--- src/rtl/output_scheduler_pkg.sv ---
`default_nettype none
// ============================================================================
//  Module      : output_scheduler_pkg
//  Description : Shared constants for the output scheduler and switch fabric:
//                one-hot requester selects, scheduler state encodings,
//                default downstream credit depth and a one-hot decode helper.
//  Revision    : 1.0 - initial release
// ============================================================================
package output_scheduler_pkg;

    // One-hot requester selects, same order as the crossbar mux inputs
    localparam logic [3:0] c_rqs0 = 4'b0001;
    localparam logic [3:0] c_rqs1 = 4'b0010;
    localparam logic [3:0] c_rqs2 = 4'b0100;
    localparam logic [3:0] c_rqs3 = 4'b1000;

    // Scheduler state encodings
    localparam logic [0:0] c_state_idle   = 1'b0;
    localparam logic [0:0] c_state_active = 1'b1;

    // Default downstream input-buffer depth in flits
    localparam int c_default_credits = 4;

    // Index of the set bit in a one-hot (or zero) 4-bit vector
    function automatic logic [1:0] onehot_to_idx(input logic [3:0] oh);
        logic [1:0] idx;
        idx[0] = oh[1] | oh[3];
        idx[1] = oh[2] | oh[3];
        return idx;
    endfunction

endpackage
`default_nettype wire

--- src/rtl/output_scheduler_rr_arbiter_4.sv ---
`default_nettype none
// ============================================================================
//  Module      : rr_arbiter_4
//  Description : Combinational 4-way round-robin pick. Searches the request
//                vector from the pointer upward, wrapping 3->0, and returns
//                a one-hot grant (zero when nothing is requested).
//  Revision    : 1.0 - initial release
// ============================================================================
module rr_arbiter_4 (
    input  logic [3:0] req,
    input  logic [1:0] ptr,
    output logic [3:0] grant
);

    logic [1:0] w_idx;
    logic       w_found;

    // First requester at or above the pointer wins, wrapping around
    always_comb begin
        grant   = '0;
        w_idx   = ptr;
        w_found = 1'b0;
        for (int i = 0; i < 4; i++) begin
            w_idx = ptr + 2'(i);
            if (req[w_idx] && !w_found) begin
                grant[w_idx] = 1'b1;
                w_found      = 1'b1;
            end
        end
    end

endmodule
`default_nettype wire

--- src/rtl/output_scheduler.sv ---
`default_nettype none
// ============================================================================
//  Module      : output_scheduler
//  Description : Per-output-port wormhole scheduler. Round-robin arbitration
//                among four input queues, packet lock until the tail flit,
//                pop strobes gated by downstream credits, and a flit-valid
//                aligned with the crossbar output register.
//                Optional statistics counters: OUTPUT_SCHEDULER_STATS_EN.
//  Revision    : 1.0 - initial release
// ============================================================================
module output_scheduler
    import output_scheduler_pkg::*;
#(
    parameter int CREDITS      = c_default_credits,
    parameter int CREDIT_WIDTH = 3
) (
    input  logic                    clk,
    input  logic                    reset,
    input  logic [3:0]              rqs_din,
    input  logic [3:0]              flit_valid_din,
    input  logic [3:0]              tail_din,
    input  logic                    credit_in_din,
    output logic [3:0]              conf_dout,
    output logic [3:0]              pop_dout,
    output logic                    valid_dout,
    output logic [CREDIT_WIDTH-1:0] credits_dout
`ifdef OUTPUT_SCHEDULER_STATS_EN
    ,
    output logic [15:0]             packet_count_dout,
    output logic [15:0]             stall_count_dout
`endif
);

    localparam logic [CREDIT_WIDTH-1:0] c_credits_max = CREDIT_WIDTH'(CREDITS);
    localparam logic [CREDIT_WIDTH-1:0] c_credit_one  = CREDIT_WIDTH'(1);

    logic [0:0]              r_state;
    logic [0:0]              w_state_next;
    logic [3:0]              r_conf;
    logic [1:0]              r_ptr;
    logic [CREDIT_WIDTH-1:0] r_credits;
    logic                    r_valid;

    logic [3:0]              w_grant;
    logic [1:0]              w_sel;
    logic                    w_active;
    logic                    w_head_valid;
    logic                    w_head_tail;
    logic                    w_has_credit;
    logic                    w_xfer;
    logic                    w_release;

    // The held one-hot select doubles as the mux for the winner's flags
    assign w_sel        = onehot_to_idx(r_conf);
    assign w_active     = (r_state == c_state_active);
    assign w_head_valid = |(r_conf & flit_valid_din);
    assign w_head_tail  = |(r_conf & tail_din);
    assign w_has_credit = (r_credits != '0);
    assign w_xfer       = w_active & w_head_valid & w_has_credit;
    assign w_release    = w_xfer & w_head_tail;

    assign conf_dout    = r_conf;
    assign valid_dout   = r_valid;
    assign credits_dout = r_credits;

    rr_arbiter_4 u_rr_arbiter_4 (
        .req   (rqs_din),
        .ptr   (r_ptr),
        .grant (w_grant)
    );

    // State register
    always_ff @(posedge clk or negedge reset) begin
        if (!reset) begin
            r_state <= c_state_idle;
        end else begin
            r_state <= w_state_next;
        end
    end

    // Next state: lock on any request, release only on a transferred tail
    always_comb begin
        w_state_next = r_state;
        case (r_state)
            c_state_idle:   if (|rqs_din)  w_state_next = c_state_active;
            c_state_active: if (w_release) w_state_next = c_state_idle;
            default:                       w_state_next = c_state_idle;
        endcase
    end

    // Outputs: pop the locked queue in the same cycle a flit moves
    always_comb begin
        pop_dout = r_conf & {4{w_xfer}};
    end

    // Crossbar select and round-robin pointer; the pointer moves past the
    // winner only once its packet has fully left
    always_ff @(posedge clk or negedge reset) begin
        if (!reset) begin
            r_conf <= '0;
            r_ptr  <= '0;
        end else if (!w_active && (|rqs_din)) begin
            r_conf <= w_grant;
        end else if (w_release) begin
            r_conf <= '0;
            r_ptr  <= w_sel + 2'd1;
        end
    end

    // Credit counter and flit-valid aligned with the crossbar output register
    always_ff @(posedge clk or negedge reset) begin
        if (!reset) begin
            r_credits <= c_credits_max;
            r_valid   <= 1'b0;
        end else begin
            r_valid <= w_xfer;
            case ({w_xfer, credit_in_din})
                2'b10:   r_credits <= r_credits - c_credit_one;
                2'b01:   if (r_credits != c_credits_max) r_credits <= r_credits + c_credit_one;
                default: r_credits <= r_credits;
            endcase
        end
    end

`ifdef OUTPUT_SCHEDULER_STATS_EN
    logic [15:0] r_packet_count;
    logic [15:0] r_stall_count;
    logic        w_stall;

    assign w_stall           = w_active & w_head_valid & ~w_has_credit;
    assign packet_count_dout = r_packet_count;
    assign stall_count_dout  = r_stall_count;

    // Packet counter wraps; stall counter saturates
    always_ff @(posedge clk or negedge reset) begin
        if (!reset) begin
            r_packet_count <= '0;
            r_stall_count  <= '0;
        end else begin
            if (w_release) r_packet_count <= r_packet_count + 16'd1;
            if (w_stall && (r_stall_count != 16'hFFFF)) r_stall_count <= r_stall_count + 16'd1;
        end
    end
`endif

endmodule
`default_nettype wire

--- config.mk ---
export PLATFORM = sky130hd
export DESIGN_NAME = output_scheduler
export DESIGN_NICKNAME = d
export VERILOG_FILES = /design/src/rtl/output_scheduler_pkg.sv /design/src/rtl/output_scheduler_rr_arbiter_4.sv /design/src/rtl/output_scheduler.sv
export SDC_FILE = /design/constraint.sdc
export NUM_CORES = 1
export LEC_CHECK = 0
export BUFFER_PORTS_ARGS = -buffer_cell sky130_fd_sc_hd__buf_2
export CORE_UTILIZATION = 48
export CTS_CLUSTER_DIAMETER = 60
export DETAILED_ROUTE_END_ITERATION = 10
export PLACE_DENSITY = 0.75
export SLEW_MARGIN = 20
export SYNTH_ARGS = -nofsm -noshare
export SYNTH_HDL_FRONTEND = slang
export SYNTH_SLANG_ARGS = --single-unit
--- constraint.sdc ---
create_clock -name clk -period 2.1 [get_ports clk]
set_input_delay 0.21 -clock clk [delete_from_list [all_inputs] [get_ports clk]]
set_output_delay 0.21 -clock clk [all_outputs]
set_load 0.03 [all_outputs]
Word level (Yosys, flattened, before mapping) --
Cells that the tools add are included.
Storage, ports and cells: bits in registers 11, input port bits 15, output and inout port bits 12
Operators by class: $add $sub $neg 6, order comparisons 8, equal/unequal tests 4, multiplexer cells 30, bitwise operators 13, reductions and logical operators 20
Operators by type and width (count):
- 4-bit 2-to-1 mux | 6
- 1-bit 2-to-1 mux | 13
- 4-bit AND | 3
- 2-bit by 3-bit less-than comparator with 1-bit output (second input constant) | 4
- 4-bit bitwise OR | 3
- 4-bit OR reduction | 3
- 1-bit binary-select mux with 2-bit select | 4
- 1-bit demux with 2-bit select | 4
- 2-bit by 1-bit greater-or-equal comparator with 1-bit output (second input constant) | 4
- 1-bit logical AND | 8
- 3-bit case mux with 2 select lines | 1
- 2-bit by 1-bit adder with 2-bit output (second input constant) | 2
- 2-bit adder (second input constant) | 2
- 1-bit zero test | 4
- 2-bit AND reduction | 2
- 2-bit nonzero test | 2
- 3-bit by 1-bit adder with 3-bit output (second input constant) | 1
- 1-bit AND | 3
- 3-bit 2-to-1 mux | 1
- 3-bit inequality test (second input constant) | 1
- 3-bit nonzero test | 1
- 3-bit by 1-bit subtractor with 3-bit output (second input constant) | 1
- 2-bit by 1-bit equality test with 1-bit output (second input constant) | 1
- 2-bit equality test (second input constant) | 1
- 4 further kinds | 6

Logic depth before layout (Yosys ltp) --
Gate-level depths: netlist of run 1.
word-level depth 13, depth in mapped cells 9, mapped depth without buffers 8

By module --
A second synthesis of run 1 with hierarchy kept.
Second synthesis, totals: cells, all modules 103, area, all modules 968.4 µm²
By module, submodules not included:
- output_scheduler | times used 1, cells each 67, area an instance 630.6 µm²
- rr_arbiter_4 | times used 1, cells each 36, area an instance 337.8 µm²

Worst setup path after synthesis of run 1 --
Ideal clock, no wire load.
path kind register to register, from register r_credits[1], in the netlist credits_dout[1], to register r_credits[2], in the netlist credits_dout[2], library setup time 0.075 ns, arrival time 2.076 ns, data required time 2.025 ns, slack -0.051 ns, cell stages (with the launch flop) 10, path buffers 1, clock period less this slack 2.151 ns, cells stage by stage dfrtp_1 > o31ai_1 > a21o_1 > buf_2 > nand2_1 > fa_1 > nor2_1 > inv_1 > mux2_2 > mux2i_1
Between the ends: word-level cells in the longest chain between the ends 5, elaborated cells between the ends (all ways) 12, classes of those cells add/sub: 2; eq/ne: 4; mux: 2; bitwise: 1; reduce/logical: 3
RTL lines:
- start: declaration | line output_scheduler.sv:41 | logic [CREDIT_WIDTH-1:0] r_credits;
- start signal: assignment | line output_scheduler.sv:113 | r_credits <= c_credits_max;
- start signal: assignment | line output_scheduler.sv:118 | 2'b10: r_credits <= r_credits - c_credit_one;
- start signal: assignment | line output_scheduler.sv:119 | 2'b01: if (r_credits != c_credits_max) r_credits <= r_credits + c_credit_one;
- 3-bit nonzero test | line output_scheduler.sv:58 | assign w_has_credit = (r_credits != '0);
- 1-bit AND | line output_scheduler.sv:59 | assign w_xfer = w_active & w_head_valid & w_has_credit;
- 2-bit by 1-bit equality test with 1-bit output or 2-bit equality test (tied branches) | line output_scheduler.sv:117 | case ({w_xfer, credit_in_din})
- 2-bit inequality test (no source line) or 2-bit nonzero test (tied branches)
- 2-bit AND reduction (no source line)
Several ways; a longest one is shown, not always the timed one. The select of a mux whose other input is x is not followed. A chain may end at the register's enable or synchronous reset.

Worst setup path in the final report of run 1 --
from register r_ptr[0], to register r_conf[1], in the netlist conf_dout[1]
Between the ends: word-level cells in the longest chain between the ends 13, elaborated cells between the ends (all ways) 48, classes of those cells add/sub: 3; order compare: 8; mux: 24; bitwise: 3; reduce/logical: 10
RTL lines:
- start: declaration | line output_scheduler.sv:40 | logic [1:0] r_ptr;
- start signal: assignment | line output_scheduler.sv:106 | r_ptr <= w_sel + 2'd1;
- branches (longest 11 deep; another with 2-bit by 3-bit less-than comparator with 1-bit output)
- 4-bit 2-to-1 mux * | line output_scheduler_rr_arbiter_4.sv:25 | if (req[w_idx] && !w_found) begin
- 4-bit 2-to-1 mux * | line output_scheduler.sv:102 | end else if (!w_active && (|rqs_din)) begin
- end signal: assignment | line output_scheduler.sv:103 | r_conf <= w_grant;
- end: declaration | line output_scheduler.sv:39 | logic [3:0] r_conf;
Mark *: on every way between the ends. The select of a mux whose other input is x is not followed.

==> results of run 1 <==
-- cells in the final DEF (no fill, tap or decap), drive strengths merged, types with 3 or more instances in the layout --
cell type	n
buf	33
dfrtp	10
ha	7
nand3	6
mux2i	5
nor3b	5
o211ai	5
or3b	5
inv	4
and2	4
nand3b	4
and4b	4
a41oi	4
o221ai	4
nand4	4
clkbuf	4
nor2b	3
a21oi	3
o21ai	3
o31ai	3
-- cell families (layout without fill, tap and decap cells) --
kind of cell    after synthesis  count (layout)  synth area share (%)
simple gates                 44              44                  27.0
buf+inv                      13              43                  7.48
fa+ha+maj                     8               8                  9.19
mux                           9               9                  10.4
flops                        11              11                  23.6
compound gates               30              30                  20.8
xor+xnor                      2               2                  1.50
-- sequential cells by signal, summed over array words and instances, names as in the netlist --
register,flops
credits_dout,3
valid_dout,1
r_ptr,2
r_state,1
conf_dout,4
-- critical path, cell delays in order (launching register included) --
cell and delay [ns]:
dfrtp_1 0.35, inv_1 0.10, ha_1 0.37, or3b_2 0.46, a21oi_1 0.32, o211ai_1 0.15, nand4_1 0.12
-- per-layer routing --
layer	part of all wire [%]	GRT usage, %
met2	53	37.2
met1	43	26.0
met3	2.4	2.98
met5	0	0
met4	1.3	7.21
-- per-stage QoR --
stage	power [uW]	area, um2	setup slack [ns]	hold slack (ns)
global route	2090	1370	0.00675	0.361
global placement	1720	1320	0.231	0.0869
detailed placement	1750	1320	0.199	0.0932
CTS	1900	1350	0.0128	0.347
finish	1930	1370	0.174	0.347
floorplan	1420	1170	0.00260	-0.0856
-- layout make-up --
| class | count | area, um2 |
|---|---|---|
| Clock buffer | 4 | 26.3 |
| Fill cell | 201 | 886 |
| Inverter | 5 | 22.5 |
| Multi-Input combinational cell | 93 | 812 |
| Sequential cell | 11 | 280 |
| Tap cell | 28 | 35.0 |
| Timing Repair Buffer | 34 | 193 |
-- power groups by stage --
stage	clock network, uW	logic (uW)	registers [uW]
floorplan	0	828	590
global placement	0	1270	447
detailed placement	0	1300	452
CTS	146	1310	451
global route	158	1460	474
finish	141	1340	453
-- worst max path at each step --
stage	end	depth (start not counted)	from
floorplan	credits_dout[2]	9	conf_dout[1]
global placement	credits_dout[2]	8	credits_dout[1]
detailed placement	credits_dout[2]	8	credits_dout[1]
CTS	pop_dout[2]	6	credits_dout[1]
global route	credits_dout[2]	8	conf_dout[1]
finish	conf_dout[1]	6	r_ptr[0]
-- timing repair --
action | CTS | global route
setup buffers | 0 | 1
endpoints found under the setup margin | 0 | 5
resized for setup | 0 | 2
hold buffers | 1 | 0
endpoints found under the hold margin | 10 | 0
==> impl_metrics.tcl, run 1 <==
set metrics [dict create \
    status "completed" \
    grt_max_degree 15 \
    grt_usage_pct 21.2 \
    die_area_um2 2640 \
    period_needed_ns 1.93 \
    yosys.area.top_type_share_pct 21.4 \
    synth_flop_cell "dfrtp_1" \
    hold_path.class "in2async" \
    yosys_warnings 0 \
    intPower_uw 971 \
    hold_viol 0 \
    wl_per_cell_um 15.1 \
    die_x_um 51.4 \
    rsz0062_at_grt "no" \
    antenna_found_initial 0 \
    p_comb_share_pct 69.2 \
    setup_tns_ns 0 \
    start_util_pct 51.9 \
    ys_seq_area_share_pct 23.6 \
    synthTopCellsByArea "dfrtp_1 (21%), ha_1 (7.5%), mux2i_1 (4.3%)" \
    tritoncts "yes" \
    r2r-start "r_ptr[0]" \
    max_freq_mhz 519 \
    dp.cells 169 \
    startpoint_type "flop" \
    synth_area_um2 1170 \
    drive_gt1_share_pct 36.1 \
    grt-ovfl-total 0 \
    peakVddDrop_v 0.000753 \
    drt-total-wl_um 2640 \
    worst_slew_pin_slew_ns 0.580 \
    cts_root_buf "clkbuf_4" \
    finalCritPeriodShare_pct 91.7 \
    p_leak_uw 0.000589 \
    grt_first_pass_wirelength_um 4260 \
    post-route-util_pct 60.7 \
    hpwl_um 2000 \
    maxCapViolCount 0 \
    ios 27 \
    p_per_area_nw_per_um2 1410 \
    r2r-end "conf_dout[1]" \
    critPathKind "reg2reg" \
    setup_viol 0 \
    die_h_um 51.4 \
    avgSynthCellArea_um2 10.0 \
    switching_power_uw 962 \
    antenna_cells 0 \
    syn2layout_area_growth_pct 16.9 \
    p_clk_share_pct 7.3 \
    cts_made_buffers 3 \
    io_buffers 26 \
    pwr-share-seq_pct 23.5 \
    ys_ff_latch 11 \
    synth-edff-count 0 \
    yosysUniqueCellTypes 45 \
    grt_pass1_vias 955 \
    nets 171 \
    htree_levels 1 \
    routed_via_density 6.15 \
    arrival_ns 2.13 \
    vias 1077 \
    cts_sinks 11 \
    rrSetupSlack_ns 0.17 \
    synthArstFlopShare_pct 100 \
    clk_path_buf_depth 2 \
    r2r_cells 6 \
    crit_fanout 4 \
    drcViolationCount 0 \
    synthCells 117 \
    first_pass_iters 4 \
    clock_skew_ns 0.00681 \
    cp-end-kind "flop" \
    fin_cells 175 \
    slew_violations 0 \
    clk_pin_slew_worst_paths_ns 0.07 \
    synth_nets 140 \
    netlist_top_cells_count "dfrtp_1 (10), ha_1 (7), nand3_1 (6)" \
    yosysMostFrequentCell "dfrtp_1" \
    gp_congestion 0.800 \
    cp_data_required_time_ns 2.30 \
    relSlewSlack_pct 61.0 \
    synth_top_area_cell "dfrtp_1" \
    initialDrtViolationCount 28 \
    rows 17 \
    ant_nets 0 \
    core_area_um2 2250 \
    switching_share_pct 49.8 \
    clk_latency_ns 0.26 \
]
Note: power is estimated with default switching activity, not from simulation.
==> run 2: changes to the inputs <==
--- a/config.mk
+++ b/config.mk
@@ -6,6 +6,7 @@
 export NUM_CORES = 1
 export LEC_CHECK = 0
 export BUFFER_PORTS_ARGS = -buffer_cell sky130_fd_sc_hd__buf_2
+export CORE_MARGIN = 4
 export CORE_UTILIZATION = 48
 export CTS_CLUSTER_DIAMETER = 60
 export DETAILED_ROUTE_END_ITERATION = 10
==> run 2 against run 1 <==
Register-to-register slack improved by 0.03 ns. Clock skew down 0.00069 ns. Worst setup slack worse by 0.026 ns. Combinational power about the same. Global-route usage down 3.0 points. Critical path type is now reg2out. Highest routed layer unchanged.
==> impl_metrics.tcl, run 2 (synthesis results as in run 1) <==
set metrics [dict create \
    period_needed_ns 1.95 \
    syn2layout_area_growth_pct 16.7 \
    die_area_um2 3290 \
    dp.cells 170 \
    htree_levels 1 \
    final.setup.worst_slack_ns 0.148 \
    maxCapViolCount 0 \
    postCtsSetupRepairBufs 0 \
    tritoncts "yes" \
    clk_pin_slew_worst_paths_ns 0.07 \
    use_met3_pct 2.04 \
    antenna_found_initial 0 \
    status "completed" \
    nFillCells 204 \
    setup_tns_ns 0 \
    cpPeakStageDelay_ns 0.45 \
    routed_via_density 6.16 \
    crit_path_start "conf_dout[2]" \
    core_area_um2 2280 \
    max_freq_mhz 512 \
    rsz0062_at_grt "no" \
    hold_viol 0 \
    startpoint_type "flop" \
    multi_input_area_um2 812 \
    post-route-util_pct 60.0 \
    slew_violations 0 \
    critPathTopFamily "buffers and inverters" \
    grtUsageMet1_pct 20.9 \
    regArea_um2 280 \
    worst_slew_pin_slew_ns 0.530 \
    relSlewSlack_pct 64.4 \
    path_cells "a22oi_1 > a21o_1 > buf_4 > clkinv_2 > and2_1 > buf_2" \
    antenna_cells 0 \
    busiest_layer "met2" \
    crit_fanout 10 \
    grt_usage_pct 18.2 \
    p_per_area_nw_per_um2 1410 \
    cts_root_buf "clkbuf_4" \
    rows 17 \
    nets 171 \
    final_cell_mix "buf_2 (26), ha_1 (7), dfrtp_1 (7), buf_4 (7), nand3_1 (6)" \
    grt_pass1_vias 1013 \
    wl_per_cell_um 15.9 \
    cp_data_required_time_ns 1.89 \
    drt-total-wl_um 2790 \
    drive_gt1_share_pct 36.1 \
    ios 27 \
    critPathKind "reg2out" \
    drcViolationCount 0 \
    largest_register_ffs 4 \
    use_met2_pct 33.4 \
    p_leak_uw 0.000595 \
    die_h_um 57.4 \
    clk_path_buf_depth 2 \
    cp-end-kind "primary output" \
    final_common_cell "buf_2" \
    vias 1078 \
    initialDrtViolationCount 25 \
    whs_ns 0.342 \
    ant_nets 0 \
    hold_path.class "in2async" \
    cts_sinks 11 \
    grt-ovfl-total 0 \
    crit_buf_inv 3 \
    setup_viol 0 \
    hpwl_um 2150 \
    gp_congestion 0.817 \
    fin_cells 175 \
    cts_made_buffers 3 \
    post-place-ws_ns 0.215 \
    r2r-start "r_ptr[1]" \
    grt_first_pass_wirelength_um 4660 \
    grt_max_degree 15 \
    peakVddDrop_v 0.000945 \
    start_util_pct 51.5 \
    first_pass_iters 4 \
    die_x_um 57.4 \
    rrSetupSlack_ns 0.20 \
    clk_latency_ns 0.26 \
    cp_slowest_cell "dfrtp_2" \
    arrival_ns 1.74 \
    clock_skew_ns 0.00612 \
    io_buffers 26 \
    finalCritPeriodShare_pct 93.0 \
]
==> run 2: changes by cell type in the layout (fill, tap and decap cells not counted) <==
cell	change
clkinvlp_4	-1
clkinv_2	+1
==> run 2: final timing paths <==
kind	to	cells after the start
setup reg to reg	conf_dout[0]	6
max in group asynchronous	credits_dout[2]	2
hold reg to reg	credits_dout[2]	1
hold / removal	conf_dout[3]	2
min in group clk	credits_dout[0]	3
setup / recovery	pop_dout[3]	6
==> run 2: through the flow <==
step | total power, uW | area (um2)
after floorplan | 1420 | 1170
after global placement | 1740 | 1320
after detailed placement | 1770 | 1320
after CTS | 1930 | 1360
after global routing | 2100 | 1370
final | 1930 | 1370
==> run 2: layout make-up <==
class / instances / area share [%]
multi-input combinational: 93 / 59.4
sequential: 11 / 20.5
timing repair buffer: 34 / 14.1
tap: 28 / 2.56
clock buffer: 4 / 1.92
inverter: 5 / 1.47
==> run 2: routing by layer <==
metal  vias up  part of all wire, %
met4         0                  1.2
met5         -                    0
met3         4                  3.2
met2        25                   55
li1        522                    -
met1       527                   40
==> run 2: report_power, final <==
part / leakage (uW) / switching (uW) / total, uW / internal, uW
Clock: 0.0000150 / 67.9 / 141 / 73.4
Combinational: 0.000448 / 771 / 1340 / 566
Sequential: 0.000132 / 129 / 453 / 324
Total: 0.000595 / 968 / 1930 / 963
==> run 2: what timing repair did <==
action | 4_1_cts | 5_1_grt
pin swaps | 0 | 0
hold buffers | 1 | 0
endpoints found under the hold margin | 10 | 0
setup endpoints to repair | 1 | 4
gates cloned | 0 | 0
gates resized for setup | 1 | 1
==> run 3: changes to the inputs <==
--- a/config.mk
+++ b/config.mk
@@ -7,10 +7,9 @@
 export LEC_CHECK = 0
 export BUFFER_PORTS_ARGS = -buffer_cell sky130_fd_sc_hd__buf_2
 export CORE_MARGIN = 4
-export CORE_UTILIZATION = 48
+export CORE_UTILIZATION = 39
 export CTS_CLUSTER_DIAMETER = 60
 export DETAILED_ROUTE_END_ITERATION = 10
-export PLACE_DENSITY = 0.75
 export SLEW_MARGIN = 20
 export SYNTH_ARGS = -nofsm -noshare
 export SYNTH_HDL_FRONTEND = slang
==> run 3 against run 2 <==
Worst hold slack better by 0.0062 ns. Worst setup slack better by 0.047 ns. Maximum frequency increased by 2.5%. Clock power is essentially flat. Via count hardly changed. Wire length up 0.36%. Cell count is 2.3% higher. Clock skew about the same. First-iteration DRC count grew 140%. Critical path depth is 2 higher. Register-to-register slack about the same. Sequential share of layout area shrank 0.19 points. Highest routed layer unchanged.
==> impl_metrics.tcl, run 3 (synthesis results as in run 1) <==
set metrics [dict create \
    status "completed" \
    antenna_cells 0 \
    path_cells "o31ai_2 > a21o_1 > nand2_1 > fa_1 > nor2_1 > inv_1 > mux2_2 > mux2i_1" \
    pwr-share-seq_pct 22.5 \
    initialDrtViolationCount 60 \
    max_freq_mhz 525 \
    start_util_pct 41.7 \
    slew_violations 0 \
    setup_viol 0 \
    cts_sinks 11 \
    cts_root_buf "clkbuf_4" \
    htree_levels 1 \
    gp_congestion 0.794 \
    largest_register_ffs 4 \
    critPathKind "reg2reg" \
    setup_tns_ns 0 \
    cp-end-kind "flop" \
    final_cell_mix "buf_2 (26), buf_4 (8), ha_1 (7), dfrtp_1 (7), nand3_1 (6)" \
    crit_fanout 7 \
    core_area_um2 2810 \
    startpoint_type "flop" \
    grt_max_degree 15 \
    hold_path.class "in2async" \
    nFillCells 274 \
    clk_path_buf_depth 2 \
    p_per_area_nw_per_um2 1410 \
    grt_pass1_vias 1094 \
    grt_first_pass_wirelength_um 4950 \
    whs_ns 0.349 \
    switching_power_uw 972 \
    post-place-ws_ns 0.177 \
    final_common_cell "buf_2" \
    cpPeakStageDelay_ns 0.46 \
    drcViolationCount 0 \
    arrival_ns 2.09 \
    io_buffers 26 \
    crit_buf_inv 1 \
    peakVddDrop_v 0.000454 \
    p_comb_share_pct 70.3 \
    clock_skew_ns 0.00569 \
    grt_usage_pct 15.0 \
    critPathTopFamily "flip-flops" \
    switching_share_pct 49.9 \
    finalCritPeriodShare_pct 90.7 \
    die_h_um 62.8 \
    grt-ovfl-total 0 \
    clk_pin_slew_worst_paths_ns 0.07 \
    r2r-start "credits_dout[1]" \
    antenna_found_initial 0 \
    rows 19 \
    period_needed_ns 1.90 \
    final.setup.worst_slack_ns 0.195 \
    syn2layout_area_growth_pct 17.7 \
    relSlewSlack_pct 63.0 \
    hpwl_um 2120 \
    drt-total-wl_um 2800 \
    p_leak_uw 0.000601 \
    p_clk_share_pct 7.2 \
    ios 27 \
    routed_via_density 6.03 \
    clk_latency_ns 0.26 \
    cts_made_buffers 3 \
    vias 1079 \
    rsz0062_at_grt "no" \
    intPower_uw 976 \
    die_x_um 62.8 \
    cp_data_required_time_ns 2.29 \
    maxCapViolCount 0 \
    wl_per_cell_um 15.6 \
    worst_slew_pin_slew_ns 0.551 \
    ant_nets 0 \
    tritoncts "yes" \
    hold_viol 0 \
    nets 172 \
    postCtsSetupRepairBufs 0 \
    first_pass_iters 4 \
    cp_slowest_cell "dfrtp_2" \
    drive_gt1_share_pct 36.5 \
    crit_path_start "credits_dout[1]" \
    die_area_um2 3940 \
]
[run 3: cell types whose count changed in the layout (fill, tap and decap cells not counted), sizes merged]
cell,change
buf,+1
inv,+1
clkinv,-1
[run 3: per-stage QoR]
step | instances | total power (uW) | utilization (%) | cell area, um2
final | 179 | 1950 | 49.2 | 1380
after detailed placement | 174 | 1780 | 47.6 | 1340
after floorplan | 117 | 1420 | - | 1170
after CTS | 179 | 1940 | 48.9 | 1370
after global routing | 179 | 2120 | 49.2 | 1380
after global placement | 174 | 1760 | 47.6 | 1340
[run 3: final timing paths]
check                                  end  cells after the start  slack, ns
min                             valid_dout                      2       0.35
max in group asynchronous  credits_dout[2]                      2       1.48
min in group clk           credits_dout[0]                      3       0.37
max                        credits_dout[2]                      8       0.20
max reg2reg                credits_dout[2]                      8       0.20
min reg2reg                credits_dout[2]                      1       0.52
[run 3: final cells by class]
cell class	count	area, um2	share of cell area, %
Inverter	5	21.3	1.54
Multi-Input combinational cell	93	812	58.9
Timing Repair Buffer	35	200	14.5
Tap cell	31	38.8	2.81
Clock buffer	4	26.3	1.91
Sequential cell	11	280	20.3
[run 3: per-layer routing]
layer  share of wire (%)  wire [um]  track usage [%]
met1                  42       1170             17.0
met2                  56       1560             28.4
met3                 1.9         52             1.98
met4                0.75         21             5.23
met5                   0          0                0
[run 3: what timing repair did]
action / 4_1_cts / 5_1_grt
gates resized for setup: 1 / 2
hold endpoints to repair: 10 / 0
hold buffers: 1 / 0
endpoints found under the setup margin: 4 / 4
[run 3: worst reg2reg max path: cells and delay by family, from the launching register on]
family                     cells  cell delay [ns]
muxes                          2             0.38
adders and majority gates      1             0.41
DFF                            1             0.46
buffers and inverters          1             0.05
and+or+nand+nor                2             0.17
AOI/OAI and AO/OA              2             0.36
[run 3: power groups by stage]
stage | Clock [uW] | Combinational (uW) | Sequential [uW]
finish | 140 | 1370 | 439
floorplan | 0 | 828 | 590
detailed placement | 0 | 1350 | 436
CTS | 148 | 1360 | 435
global route | 166 | 1500 | 463
global placement | 0 | 1330 | 432
